===== src/rtl/pool2x2_avg_if.sv =====
// Valid/ready stream and start/busy/done control bundle for the 2x2 average-pooling stage.
interface pool2x2_avg_if #(
  parameter int DATA_W = 8
) ();
  logic              start;
  logic              in_valid;
  logic              in_ready;
  logic [DATA_W-1:0] in_data;
  logic              out_valid;
  logic              out_ready;
  logic [DATA_W-1:0] out_data;
  logic              busy;
  logic              done;

  modport master (
    output start, in_valid, in_data, out_ready,
    input  in_ready, out_valid, out_data, busy, done
  );

  modport slave (
    input  start, in_valid, in_data, out_ready,
    output in_ready, out_valid, out_data, busy, done
  );
endinterface


===== src/rtl/pool2x2_avg.sv =====
// Streaming 2x2 average pooling: raster-order pixels in, floor(sum/4) of each 2x2 block out.
module pool2x2_avg #(
  parameter int IMG_W  = 8,
  parameter int IMG_H  = 8,
  parameter int DATA_W = 8
) (
  input  logic         clk,
  input  logic         rst,
  pool2x2_avg_if.slave bus
);

  localparam int CW = (IMG_W > 1) ? $clog2(IMG_W) : 1;
  localparam int RW = (IMG_H > 1) ? $clog2(IMG_H) : 1;
  localparam int HW = IMG_W / 2;
  localparam int BW = (HW > 1) ? $clog2(HW) : 1;

  typedef enum logic [1:0] {IDLE, RUN, FLUSH} state_t;

  state_t state, nstate;

  logic [CW-1:0]     col;
  logic [RW-1:0]     row;
  logic [BW-1:0]     bidx;
  logic              acc;
  logic              last_px;
  logic              load;
  logic              in_ready_c;
  logic              busy_c;

  logic [DATA_W-1:0] hold_p0;
  logic [DATA_W:0]   lb [HW];
  logic [DATA_W-1:0] out_data_p1;
  logic              vld_p1;
  logic              done_p1;

  function automatic logic [DATA_W:0] add_pair(input logic [DATA_W-1:0] a,
                                               input logic [DATA_W-1:0] b);
    return {1'b0, a} + {1'b0, b};
  endfunction

  // Floor of the four-pixel mean; the DATA_W+2 bit sum cannot overflow.
  function automatic logic [DATA_W-1:0] avg4(input logic [DATA_W:0]   pair,
                                             input logic [DATA_W-1:0] a,
                                             input logic [DATA_W-1:0] b);
    logic [DATA_W+1:0] s;
    s = {1'b0, pair} + {2'b00, a} + {2'b00, b};
    return s[DATA_W+1:2];
  endfunction

  assign acc     = bus.in_valid && in_ready_c;
  assign last_px = (col == CW'(IMG_W - 1)) && (row == RW'(IMG_H - 1));
  assign load    = acc && row[0] && col[0];
  assign bidx    = BW'(col >> 1);

  always_ff @(posedge clk) begin
    if (rst) state <= IDLE;
    else     state <= nstate;
  end

  always_comb begin
    nstate = state;
    case (state)
      IDLE:    if (bus.start) nstate = RUN;
      RUN:     if (acc && last_px) nstate = FLUSH;
      FLUSH:   if (vld_p1 && bus.out_ready) nstate = IDLE;
      default: nstate = IDLE;
    endcase
  end

  always_comb begin
    busy_c     = (state == RUN) || (state == FLUSH);
    in_ready_c = (state == RUN) && (!vld_p1 || bus.out_ready);
  end

  always_ff @(posedge clk) begin
    if (rst) begin
      col <= '0;
      row <= '0;
    end else if (state == IDLE && bus.start) begin
      col <= '0;
      row <= '0;
    end else if (acc) begin
      if (col == CW'(IMG_W - 1)) begin
        col <= '0;
        row <= (row == RW'(IMG_H - 1)) ? '0 : row + 1'b1;
      end else begin
        col <= col + 1'b1;
      end
    end
  end

  // Stage p0: hold the even-column pixel, fold even-row pairs into the line buffer.
  always_ff @(posedge clk) begin
    if (rst)                  hold_p0 <= '0;
    else if (acc && !col[0])  hold_p0 <= bus.in_data;
  end

  always_ff @(posedge clk) begin
    if (acc && !row[0] && col[0]) lb[bidx] <= add_pair(hold_p0, bus.in_data);
  end

  // Stage p1: output register, held while downstream stalls.
  always_ff @(posedge clk) begin
    if (rst) begin
      vld_p1      <= 1'b0;
      out_data_p1 <= '0;
    end else if (load) begin
      vld_p1      <= 1'b1;
      out_data_p1 <= avg4(lb[bidx], hold_p0, bus.in_data);
    end else if (bus.out_ready) begin
      vld_p1      <= 1'b0;
    end
  end

  always_ff @(posedge clk) begin
    if (rst) done_p1 <= 1'b0;
    else     done_p1 <= (state == FLUSH) && vld_p1 && bus.out_ready;
  end

  assign bus.in_ready  = in_ready_c;
  assign bus.busy      = busy_c;
  assign bus.out_valid = vld_p1;
  assign bus.out_data  = out_data_p1;
  assign bus.done      = done_p1;

endmodule

===== src/flat_wrapper.sv =====
// flat-port wrapper written by rule: the top's interface ports become plain ports
module pool2x2_avg_flat 
#(
  parameter int IMG_W  = 8,
  parameter int IMG_H  = 8,
  parameter int DATA_W = 8
)
  (clk, rst, bus_start, bus_in_valid, bus_in_data, bus_out_ready, bus_in_ready, bus_out_valid, bus_out_data, bus_busy, bus_done);
  pool2x2_avg_if #(.DATA_W(DATA_W)) bus_i ();
  input  logic clk;
  input  logic rst;
  input wire logic [$bits(bus_i.start)-1:0] bus_start;
  input wire logic [$bits(bus_i.in_valid)-1:0] bus_in_valid;
  input wire logic [$bits(bus_i.in_data)-1:0] bus_in_data;
  input wire logic [$bits(bus_i.out_ready)-1:0] bus_out_ready;
  output wire logic [$bits(bus_i.in_ready)-1:0] bus_in_ready;
  output wire logic [$bits(bus_i.out_valid)-1:0] bus_out_valid;
  output wire logic [$bits(bus_i.out_data)-1:0] bus_out_data;
  output wire logic [$bits(bus_i.busy)-1:0] bus_busy;
  output wire logic [$bits(bus_i.done)-1:0] bus_done;
  assign bus_i.start = bus_start;
  assign bus_i.in_valid = bus_in_valid;
  assign bus_i.in_data = bus_in_data;
  assign bus_i.out_ready = bus_out_ready;
  assign bus_in_ready = bus_i.in_ready;
  assign bus_out_valid = bus_i.out_valid;
  assign bus_out_data = bus_i.out_data;
  assign bus_busy = bus_i.busy;
  assign bus_done = bus_i.done;
  pool2x2_avg #(.IMG_W(IMG_W), .IMG_H(IMG_H), .DATA_W(DATA_W)) u_core (.clk(clk), .rst(rst), .bus(bus_i));
endmodule

===== config.mk =====
export PLATFORM = sky130hd
export DESIGN_NAME = pool2x2_avg_flat
export DESIGN_NICKNAME = d
export VERILOG_FILES = /design/src/rtl/pool2x2_avg_if.sv /design/src/rtl/pool2x2_avg.sv /design/src/flat_wrapper.sv
export SDC_FILE = /design/constraint.sdc
export NUM_CORES = 1
export LEC_CHECK = 0
export CAP_MARGIN = 5
export CORE_UTILIZATION = 50
export DETAILED_ROUTE_END_ITERATION = 16
export PLACE_DENSITY = 0.8
export SYNTH_ARGS = -nofsm -noshare
export SYNTH_HDL_FRONTEND = slang
export SYNTH_SLANG_ARGS = --single-unit

===== constraint.sdc =====
create_clock -name clk -period 9.55 [get_ports clk]
set_clock_uncertainty 0.2 [all_clocks]
set_input_delay 1.4325 -clock clk [delete_from_list [all_inputs] [get_ports clk]]
set_output_delay 1.4325 -clock clk [all_outputs]
set_load 0.05 [all_outputs]

### Word-level counts from Yosys, hierarchy flattened

Memory sizes are Yosys's and may differ from the RTL's. A register that Yosys moved wholly into a read port is not among the register bits.
Cells that the tools add are included.
Widths: inputs -> output; s select.

| word-level totals | value |
|---|---|
| bits in registers | 26 |
| memory bits (writable) | 36 |
| input port bits | 13 |
| output and inout port bits | 12 |
| word-level logic and storage cells | 55 |
| memories | 1 |

Memory list:

| memory | depth | width | rd ports | clocked after Yosys merged registers in | write ports | RTL line | RTL |
|---|---|---|---|---|---|---|---|
| u_core.lb | 4 | 9 | 1 | 1 | 1 | pool2x2_avg.sv:31 | `logic [DATA_W:0] lb [HW];` |

| cells by class | value |
|---|---|
| add/sub/neg operators | 5 |
| equal/unequal tests | 7 |
| multiplexer cells | 12 |
| reductions and logical operators | 23 |

Operators by type and width:

| operator | number |
|---|---|
| $logic_and 1x1->1 | 13 |
| $add 10x8->10 | 1 |
| $add 9x8->10 | 1 |
| $mux 2 | 5 |
| $add 8x8->9 | 1 |
| $add 3x1->3 const B | 2 |
| $eq 3x3->1 const B | 2 |
| $mux 3 | 2 |
| $pmux 2 s3 | 1 |
| $mux 1 | 4 |
| $ne 2x1->1 const B | 2 |
| $logic_not 1->1 | 3 |
| $reduce_and 3->1 | 1 |
| $eq 2x1->1 const B | 1 |
| $eq 2x2->1 const B | 1 |
| $logic_not 2->1 | 1 |
| $logic_or 1x1->1 | 2 |
| $ne 2x2->1 const B | 1 |
| $reduce_and 2->1 | 1 |
| $reduce_bool 2->1 | 1 |
| $reduce_or 2->1 | 1 |

### Depth between registers and ports, before layout

| depth | value |
|---|---|
| word-level depth | 8 |
| depth in mapped cells | 11 |
| gate-level depth less buffers | 10 |

### Worst setup path before layout

OpenSTA, ideal clock, no wires.

| path | value |
|---|---|
| kind | in2out |
| start | input bus_out_ready |
| end | output bus_in_ready |
| arrival | 2.005 ns |
| required time | 7.917 ns |
| setup slack | 5.912 ns |
| cell stages on the path | 2 |
| path buffers | 0 |
| cells stage by stage | nand2b_2 and2_1 |

| on the way | value |
|---|---|
| cells in the longest elaborated chain, start to end | 2 |

Ends and longest elaborated chain:

| element | RTL line | RTL |
|---|---|---|
| start, declared | flat_wrapper.sv:15 | `input wire logic [$bits(bus_i.out_ready)-1:0] bus_out_ready;` |
| $logic_or 1x1->1 | pool2x2_avg.sv:72 | `in_ready_c = (state == RUN) && (!vld_p1 \|\| bus.out_ready);` |
| $logic_and 1x1->1 | pool2x2_avg.sv:72 |  |
| end, declared | flat_wrapper.sv:16 | `output wire logic [$bits(bus_i.in_ready)-1:0] bus_in_ready;` |

No other way between the ends.

### Final worst setup path

Same ends and word-level chain as after synthesis.

==> qor.txt <==
Drc violations - 0
Period minus WS final - 4640 ps
Min-delay src - u_core.bus.out_data[2]
Cell mode on critical path - clkdlybuf4s50_1
Max-slew violation count - 0
Buffers on Ports - 24
Final WL - 5910 um
Setup crit end kind - output pin
Die area - 0.00679 mm2
WHS Endpoint - u_core.bus.out_data[2]
Post-route cell area - 0.00376 mm2
Core area - 0.00606 mm2
Vias in the first global route - 2037
Antenna-violating nets left - 0
Aggregate global routing overflow - 0
Delay-heaviest family, CP - buffers and inverters
Vias per inst - 5.62
Setup_tns - 0 ps
Total clock sinks - 64
Die Span X - 82.4 um
Initial antenna violation count - 0
Synth top area cells - edfxtp_1, dfxtp_1, ha_1
Max-Cap Viols - 0
Total CTS buffers - 9
Pre-antenna DRT Iters - 4
Share of layout cells above drive strength 1 - 0.111
CP Data Required Time - 7920 ps
WP buf/inv - 2
Leading area contributor after synthesis - edfxtp_1
Outcome - complete, no violations
Most frequent cells in the layout - edfxtp_1, dfxtp_1, ha_1
Max clock buf depth - 2
Cells after synthesis - 263
First-iteration detailed-routing DRC count - 110
Area post-placement - 0.00354 mm2
CP max stage delay - 790 ps
Setup violations, final - 0
Period utilisation layout - 0.486
GRT Overall Usage - 0.200
PostCTS Resize Cnt - 0
Inserted Diodes - 0
RSZ-0062 raised after global routing - false
Via count - 2090
Worst Hold Class - flop to flop
Slew HR - 0.437
P&R area growth vs syn - 16.4%
Ys async rst share - 0
CTS Hold Bufs - 0
Synth Area per Inst - 12.3 um2
Initial Util - 0.533
Reg2reg path depth - 9
Cells along the critical path - clkdlybuf4s50_1, nand2b_2, and2_1, clkdlybuf4s50_1
Leak Pwr - 0.00144 uW
CP Class - primary input to output pin
Startpoint Class - primary input
Fin worst setup slack - 4910 ps
Largest net degree at the start of global routing - 22
Crit-path slowest cell - clkdlybuf4s50_1
Clock root cell - clkbuf_8
First-pass GRT wire length - 9550 um
Worst-margin pin slew - 842 ps
Drt wl/cell - 15.9 um
Skew-Pair Late Insertion Delay - 350 ps
CTS tree - built
Height of the die - 82.4 um
Sequential share of the synthesized area - 0.508
DP Wirelength - 4270 um
Ys flop type - edfxtp_1
CTS clk-pin slew, worst paths - 80 ps
Synth unique cells - 45
Worst Hold Path Cells - 2
Reg2reg end - u_core.bus.out_data[5]
Synthesized area - 0.00323 mm2
Crit Path Max Fanout - 6
IO Pins - 25
Commonest non-fill, non-tap cell in the layout - edfxtp_1
Pwr per Cell Area - 197 mW/mm2
FMAX - 216 MHz
CP arrival - 3010 ps
Fill cells - 477
Warnings, synthesis - 0
Fin Hold WS - 261 ps
Final net count - 339
Final Hold Viols - 0
Area share of the largest cell type after synthesis - 0.335
EDFF count, synth - 36
Tot Pwr - 743 uW
Row cnt - 28
Placer Congestion - 0.787
Post-CTS Setup Bufs - 0
Worst R2R Setup Slack - 5990 ps
Synthesized net count - 310
Worst IR Drop VDD - 0.169 mV
FF+latch count, synth - 64
Htree depth - 3
Setup WS pre-CTS - 4910 ps
[state kept, by name, summed over array words and instances, names as in the netlist, named ones only]
name and flops:
u_core.row 3, u_core.lb 36, u_core.bus.out_valid 1, u_core.bus.out_data 8, u_core.hold_p0 8, u_core.bus.done 1
u_core.state 2, u_core.col 3
[Yosys cell counts (all sizes together), types with 7 or more instances]
cell and instances:
a21oi 18, dfxtp 28, edfxtp 36, fa 9
ha 25, inv 11, mux2i 7, mux4 9
nand2 20, nor2 19, nor3 9, o21ai 11
[routing by layer]
layer  part of all wire  vias to the layer above  global-route usage
met5                  0                        -                   0
met4              0.014                        0               0.102
met3              0.044                        9              0.0396
met2               0.46                       61               0.317
met1               0.48                      988               0.262
li1                   -                     1032                   -
[logic make-up (layout without fill, tap and decap cells)]
family / count (synthesis) / in the layout / share of synthesized area
xor+xnor: 8 / 8 / 0.0217
simple gates: 77 / 77 / 0.122
buf+inv: 18 / 52 / 0.0221
fa+ha+maj: 34 / 34 / 0.153
compound gates: 46 / 46 / 0.0891
flops: 64 / 64 / 0.508
mux: 16 / 16 / 0.0844
[final cells by class]
class / instances / area [um2] / area share
sequential: 64 / 1640 / 0.436
timing repair buffer: 25 / 248 / 0.0659
inverter: 11 / 41.3 / 0.0110
clock inverter: 7 / 95.1 / 0.0253
tap: 75 / 93.8 / 0.0250
clock buffer: 9 / 124 / 0.0329
multi-input combinational: 181 / 1520 / 0.404
[per-stage QoR]
stage | utilization | std cells
after detailed placement | 0.584 | 356
final | 0.621 | 372
after global placement | 0.584 | 356
after CTS | 0.621 | 372
after floorplan | - | 263
after global routing | 0.621 | 372
[worst min-delay path: cells and delay by family (launching register included)]
kind,cells,cell delay [ps]
flops,1,320
simple gates,1,50
compound gates,1,50
[how the worst max path moves through the flow]
stage	from	endpoint	cells past startpoint
6_report	bus_out_ready	bus_in_ready	4
5_1_grt	bus_out_ready	bus_in_ready	4
3_3_place_gp	bus_out_ready	bus_in_ready	4
2_1_floorplan	bus_out_ready	bus_in_ready	2
3_5_place_dp	bus_out_ready	bus_in_ready	4
4_1_cts	bus_out_ready	bus_in_ready	4
[power by group]
part | total, uW | switching [uW] | leakage (uW) | internal [uW]
logic | 167 | 98.8 | 0.000775 | 68.6
registers | 319 | 10.1 | 0.000550 | 309
clock network | 256 | 109 | 0.000111 | 147
Power figures use the tool's default switching activity.
